[src/rtl/puf_resp_uart_tx.sv]
// Snapshots the 128-bit PUF response on the rising edge of puf_done
// and sends it MSB byte first as 16 back-to-back UART 8N1 frames.
module puf_resp_uart_tx #(
  parameter int CLKS_PER_BIT = 868
) (
  input  logic         clk,
  input  logic         rst,
  input  logic         puf_done,
  input  logic [127:0] puf_out,
  output logic         tx,
  output logic         busy,
  output logic         tx_done,
  output logic [3:0]   byte_idx
);

  localparam int BW = (CLKS_PER_BIT > 1) ? $clog2(CLKS_PER_BIT) : 1;
  localparam logic [BW-1:0] BAUD_LAST = BW'(CLKS_PER_BIT - 1);
  localparam logic [BW-1:0] BAUD_ONE  = BW'(1);

  localparam logic [2:0] S_IDLE  = 3'd0;
  localparam logic [2:0] S_START = 3'd1;
  localparam logic [2:0] S_DATA  = 3'd2;
  localparam logic [2:0] S_STOP  = 3'd3;
  localparam logic [2:0] S_DONE  = 3'd4;

  logic [2:0]    r_state;
  logic [BW-1:0] r_baud;
  logic [2:0]    r_bit;
  logic [127:0]  r_shreg;
  logic [3:0]    r_idx;
  logic          r_tx;
  logic          r_busy;
  logic          r_tx_done;
  logic          r_done_q;

  logic          w_trig;
  logic          w_bit_end;
  logic [7:0]    w_byte;

  assign w_trig    = puf_done & ~r_done_q;
  assign w_bit_end = (r_baud == BAUD_LAST);
  assign w_byte    = r_shreg[127:120];

  assign tx       = r_tx;
  assign busy     = r_busy;
  assign tx_done  = r_tx_done;
  assign byte_idx = r_idx;

  // tx is loaded with the level of the upcoming bit at each boundary
  always_ff @(posedge clk or negedge rst) begin
    if (!rst) begin
      r_state   <= S_IDLE;
      r_baud    <= '0;
      r_bit     <= '0;
      r_shreg   <= '0;
      r_idx     <= '0;
      r_tx      <= 1'b1;
      r_busy    <= 1'b0;
      r_tx_done <= 1'b0;
      r_done_q  <= 1'b0;
    end else begin
      r_done_q  <= puf_done;
      r_tx_done <= 1'b0;
      case (r_state)
        S_IDLE: begin
          r_baud <= '0;
          if (w_trig) begin
            r_shreg <= puf_out;
            r_busy  <= 1'b1;
            r_idx   <= '0;
            r_tx    <= 1'b0;
            r_state <= S_START;
          end
        end
        S_START: begin
          if (w_bit_end) begin
            r_baud  <= '0;
            r_bit   <= '0;
            r_tx    <= w_byte[0];
            r_state <= S_DATA;
          end else begin
            r_baud <= r_baud + BAUD_ONE;
          end
        end
        S_DATA: begin
          if (w_bit_end) begin
            r_baud <= '0;
            if (r_bit == 3'd7) begin
              r_tx    <= 1'b1;
              r_state <= S_STOP;
            end else begin
              r_bit <= r_bit + 3'd1;
              r_tx  <= w_byte[r_bit + 3'd1];
            end
          end else begin
            r_baud <= r_baud + BAUD_ONE;
          end
        end
        S_STOP: begin
          if (w_bit_end) begin
            r_baud  <= '0;
            r_shreg <= {r_shreg[119:0], 8'h00};
            if (r_idx == 4'd15) begin
              r_tx_done <= 1'b1;
              r_state   <= S_DONE;
            end else begin
              r_idx   <= r_idx + 4'd1;
              r_tx    <= 1'b0;
              r_state <= S_START;
            end
          end else begin
            r_baud <= r_baud + BAUD_ONE;
          end
        end
        S_DONE: begin
          r_busy  <= 1'b0;
          r_idx   <= '0;
          r_state <= S_IDLE;
        end
        default: r_state <= S_IDLE;
      endcase
    end
  end

endmodule
[config.mk]
export PLATFORM = sky130hd
export DESIGN_NAME = puf_resp_uart_tx
export DESIGN_NICKNAME = d
export VERILOG_FILES = /design/src/rtl/puf_resp_uart_tx.sv
export SDC_FILE = /design/constraint.sdc
export NUM_CORES = 1
export LEC_CHECK = 0
export ABC_AREA = 1
export CORE_UTILIZATION = 29
export DETAILED_ROUTE_END_ITERATION = 16
export HOLD_SLACK_MARGIN = 0.08
export PLACE_DENSITY = 0.6
export SYNTH_ARGS = -nofsm -noshare
export SYNTH_HDL_FRONTEND = slang
export SYNTH_SLANG_ARGS = --single-unit
[constraint.sdc]
create_clock -name clk -period 1.6 [get_ports clk]
set_clock_uncertainty 0.05 [all_clocks]
set_input_delay 0.24 -clock clk [delete_from_list [all_inputs] [get_ports clk]]
set_output_delay 0.24 -clock clk [all_outputs]
set_load 0.03 [all_outputs]
# Word level (Yosys, flattened, before mapping)
# Cells that the tools add are included.
# W data, S select, Z words.
[classes]
add_sub_neg = 3
order_cmp = 1
eq_ne = 14
mux = 34
bitwise = 2
n_reduce_logical = 14
[op_table]
columns = ["op", "count"]
rows = [
  ["$mux W128", 2],
  ["$pmux W128 S2", 1],
  ["$mux W3", 9],
  ["$pmux W10 S2", 1],
  ["$ne A2 B2 Y1 const B", 7],
  ["$mux W4", 3],
  ["$pmux W3 S4", 1],
  ["$pmux W4 S3", 1],
  ["$mux W1", 11],
  ["$add A10 B1 Y10 const B", 1],
  ["$eq A10 B10 Y1 const B", 1],
  ["$mux W10", 1],
  ["$reduce_and A4 Y1", 2],
  ["$reduce_bool A2 Y1", 4],
  ["$eq A3 B2 Y1 const B", 2],
  ["$eq A3 B3 Y1 const B", 2],
  ["$pmux W3 S2", 1],
  ["$reduce_and A6 Y1", 1],
  ["$reduce_and A5 Y1", 1],
  ["$add A4 B1 Y4 const B", 1],
  ["$eq A4 B4 Y1 const B", 1],
  ["$lt A3 B4 Y1 const B", 1],
  ["$pmux W1 S4", 1],
  ["$reduce_bool A4 Y1", 1],
  ["11 further kinds", 11],
]
[totals]
register_bits = 152
out_inout_bits = 7
wordCells = 77

# Logic depth before layout (Yosys ltp)
[depth]
word_depth = 6
depth_mapped = 11
ltp_nobuf = 10

# Least setup slack after synthesis
# OpenSTA, ideal clock, no wires.
[synth_timing]
path_kind = "reg-to-reg"
from = "register r_baud[0]"
to = "register r_shreg[74]"
setup_time_ns = 0.130
t_arrival_ns = 1.503
t_required_ns = 1.420
slack_ns = -0.084
stages_incl_launch_ff = 10
cell_sequence = "dfrtp_1 ha_1 inv_1 nor2_4 nand4_4 nand2_2 nand2_2 nor2_8 clkbuf_1 o21ai_1"
[synth_between]
elab_chain_cells = 3
[synth_lines]
columns = ["element", "line_no", "rtl"]
rows = [
  ["start, declared", "27", "logic [BW-1:0] r_baud;"],
  ["start signal, assigned", "82", "r_baud <= r_baud + BAUD_ONE;"],
  ["start signal, assigned", "96", "r_baud <= r_baud + BAUD_ONE;"],
  ["start signal, assigned", "112", "r_baud <= r_baud + BAUD_ONE;"],
  ["$eq A10 B10 Y1", "41", "assign w_bit_end = (r_baud == BAUD_LAST);"],
  ["$ne A2 B2 Y1 (no line)", "n/a", ""],
  ["$reduce_and A3 Y1 (no line)", "n/a", ""],
  ["end signal, assigned", "68", "r_shreg <= puf_out;"],
  ["end signal, assigned", "102", "r_shreg <= {r_shreg[119:0], 8'h00};"],
  ["end, declared", "29", "logic [127:0] r_shreg;"],
]
# No other way between the ends.
# A chain may end at the register's enable or synchronous reset.

# Worst setup path in the final report
[layout_timing]
from = "register r_baud[1]"
to = "register r_shreg[26]"
# Same word-level chain as after synthesis.

==> results.sh <==
export IMPL_htreeDepth=4
export IMPL_finalCritPeriodShare=1.10
export IMPL_synthToLayoutAreaGrowth_pct=36.6
export IMPL_final_antenna_net_count=0
export IMPL_cts_buffers=17
export IMPL_synthCells=998
export IMPL_antenna_found_initial=0
export IMPL_whs_ns=0.248
export IMPL_synth_largest_area_cell="dfrtp_1"
export IMPL_syn_area_um2=7660
export IMPL_ioPinCount=138
export IMPL_portBuffers=137
export IMPL_rr_worst_depth=11
export IMPL_synth_top_area_share=0.493
export IMPL_synth_edf_count=0
export IMPL_die_h_um=165
export IMPL_reg2reg_from="r_baud[1]"
export IMPL_outcome="finished, violations left"
export IMPL_synth_common_cells="nand2_1, dfrtp_1, o21ai_0"
export IMPL_r2r_slack_ns=-0.16
export IMPL_post_place_ws_ns=-0.393
export IMPL_synth_area_top_cells="dfrtp_1, nand2_1, o21ai_0"
export IMPL_drcViolationCount=0
export IMPL_critPathLaunchType="flop"
export IMPL_syn_nets=1133
export IMPL_drv_slew=0
export IMPL_clkTransAtPathRegs_ns=0.07
export IMPL_drt_iter0_drc=362
export IMPL_grt_ovfl_total=0
export IMPL_vias=6698
export IMPL_fillers=2646
export IMPL_via_per_inst=4.44
export IMPL_final_area_um2=10500
export IMPL_yosysSeqAreaShare=0.497
export IMPL_dp_hpwl_um=13700
export IMPL_track_usage=0.148
export IMPL_drt_wirelength_per_cell_um=13.0
export IMPL_max_slew_margin=0.711
export IMPL_core_um2=26000
export IMPL_antennaDiodeCount=0
export IMPL_failed_checks="setup timing"
export IMPL_fmax_ghz=0.569
export IMPL_hold_class="in -> async"
export IMPL_rows=59
export IMPL_grt_pass1_wl_um=31100
export IMPL_worstMarginPinSlew_ns=0.433
export IMPL_ir_drop_uv=754
export IMPL_layout_min_cycle_time_ns=1.76
export IMPL_grt_max_degree=100
export IMPL_clock_latency_ns=0.43
export IMPL_firstDrtPassIters=5
export IMPL_leakage_nw=5.05
export IMPL_post_synth_top_count_cell="nand2_1"
export IMPL_ys_flop_type="dfrtp_1"
export IMPL_multiInputGateArea_um2=3060
export IMPL_ys_seq_elements=152
export IMPL_arrival_ns=2.06
export IMPL_final_net_count=1294
export IMPL_netlist_cell_type_count=31
export IMPL_p_per_area_nw_per_um2=1820
export IMPL_ys_warn_count=0
export IMPL_clkSinkCount=152
export IMPL_initial_core_util=0.295
export IMPL_cts_tree="done"
export IMPL_die_area_um2=27100
export IMPL_dp_cells=1469
export IMPL_r2r_end="r_shreg[26]"
export IMPL_placed_cell_area_um2=9690
export IMPL_setup_slack_ns=-0.157
export IMPL_cts_root_buf="clkbuf_16"
export IMPL_p_total_mw=19.0
export IMPL_rsz0062_at_grt="yes"
export IMPL_drt_wl_total_um=19500
export IMPL_drive_gt1_frac=0.121
export IMPL_hold_viol=0
export IMPL_grt_pass1_vias=6270
export IMPL_cp_required_ns=1.90
export IMPL_finalSetupViolations=131
export IMPL_critPathCaptureType="flop"
export IMPL_setup_worst_path_class="reg -> reg"
export IMPL_cts_buffer_depth=2
export IMPL_max_cap_violations=0
export IMPL_gp_congestion=0.797
export IMPL_syn_avg_cell_area_um2=7.68
export IMPL_die_width_um=165
export IMPL_critPathMaxFanout=29
export IMPL_layout_cells_non_filler=1507
export IMPL_seq_area_um2=3810
export IMPL_synth_async_reset_ratio=1.00
[cells by family after synthesis]
logic type / count (synthesis) / synth area share
AND/OR/NAND/NOR: 402 / 0.213
AO/OA/AOI/OAI: 241 / 0.159
adder cells (fa/ha/maj): 4 / 0.00653
buffers and inverters: 194 / 0.118
XOR/XNOR: 5 / 0.00571
flip-flops: 152 / 0.497
[state kept, by name, indices dropped and copies added, names as in the netlist]
register	cells
byte_idx	4
r_baud	10
tx_done	1
r_state	3
tx	1
r_bit	3
busy	1
r_done_q	1
r_shreg	128
[where the power goes]
group	switching (mW)	internal, mW	leakage [nW]
Sequential	0.531	5.58	1.90
Combinational	5.20	3.64	2.87
Clock	1.76	2.33	0.275
[layout make-up]
cell class / instances / area share
clock buffers: 17 / 0.0406
flip-flops and latches: 152 / 0.364
repair buffers: 200 / 0.199
clock inverters: 15 / 0.0159
well taps: 335 / 0.0400
inverters: 136 / 0.0490
multi-input cells: 652 / 0.292
[worst max-delay path, stage by stage (launching register included)]
cell,delay [ns]
dfrtp_1,0.36
ha_2,0.19
inv_2,0.04
nor2_4,0.09
nand4_4,0.09
nand2_2,0.11
nand2_4,0.07
nor2_8,0.17
buf_12,0.17
buf_16,0.17
nand2_1,0.07
o21ai_1,0.09
[stage by stage]
stage                     TNS, ns   util
after floorplan             -5.16      -
after global placement     -42.79  0.373
after detailed placement   -46.44  0.373
after CTS                  -15.92  0.398
after global routing       -31.35  0.403
final                      -12.82  0.403
[worst max path at each step]
stage               from            to  slack, ns
4_1_cts        r_baud[1]   r_shreg[26]      -0.17
3_3_place_gp    puf_done   r_shreg[26]      -0.35
3_5_place_dp    puf_done   r_shreg[26]      -0.39
5_1_grt        r_baud[1]   r_shreg[64]      -0.30
2_1_floorplan  r_baud[0]  r_shreg[116]      -0.05
6_report       r_baud[1]   r_shreg[26]      -0.16
[repair_timing]
item	CTS	global route
hold buffers	1	0
gates cloned	0	1
buffers inserted	2	2
endpoints found under the hold margin	55	0
endpoints found under the setup margin	133	148
resized for setup	19	37
pin swaps	1	2
[metal layers]
| layer | vias to the layer above | track usage | share of wire |
|---|---|---|---|
| li1 | 3441 | - | - |
| met1 | 3089 | 0.203 | 0.48 |
| met2 | 152 | 0.234 | 0.47 |
| met3 | 16 | 0.0321 | 0.042 |
| met4 | 0 | 0.0392 | 0.0095 |
| met5 | - | 0 | 0 |
[cell usage in the layout, fill, tap and decap left out, types with 4 or more instances in the layout]
master	synthesis	routed
o21ai_2	0	4
inv_6	0	4
xor2_1	5	5
buf_6	14	5
buf_4	7	42
clkdlybuf4s50_1	0	129
nand2_1	340	332
nor2_1	22	18
o21ai_0	141	129
nand2_2	2	9
nand4_1	4	4
dfrtp_1	151	150
inv_1	132	128
o21ai_1	92	100
nand3_2	6	9
inv_2	3	6
buf_12	0	11
nand3_1	23	19
clkbuf_16	0	18
clkinvlp_4	0	5
Power figures use the tool's default switching activity.
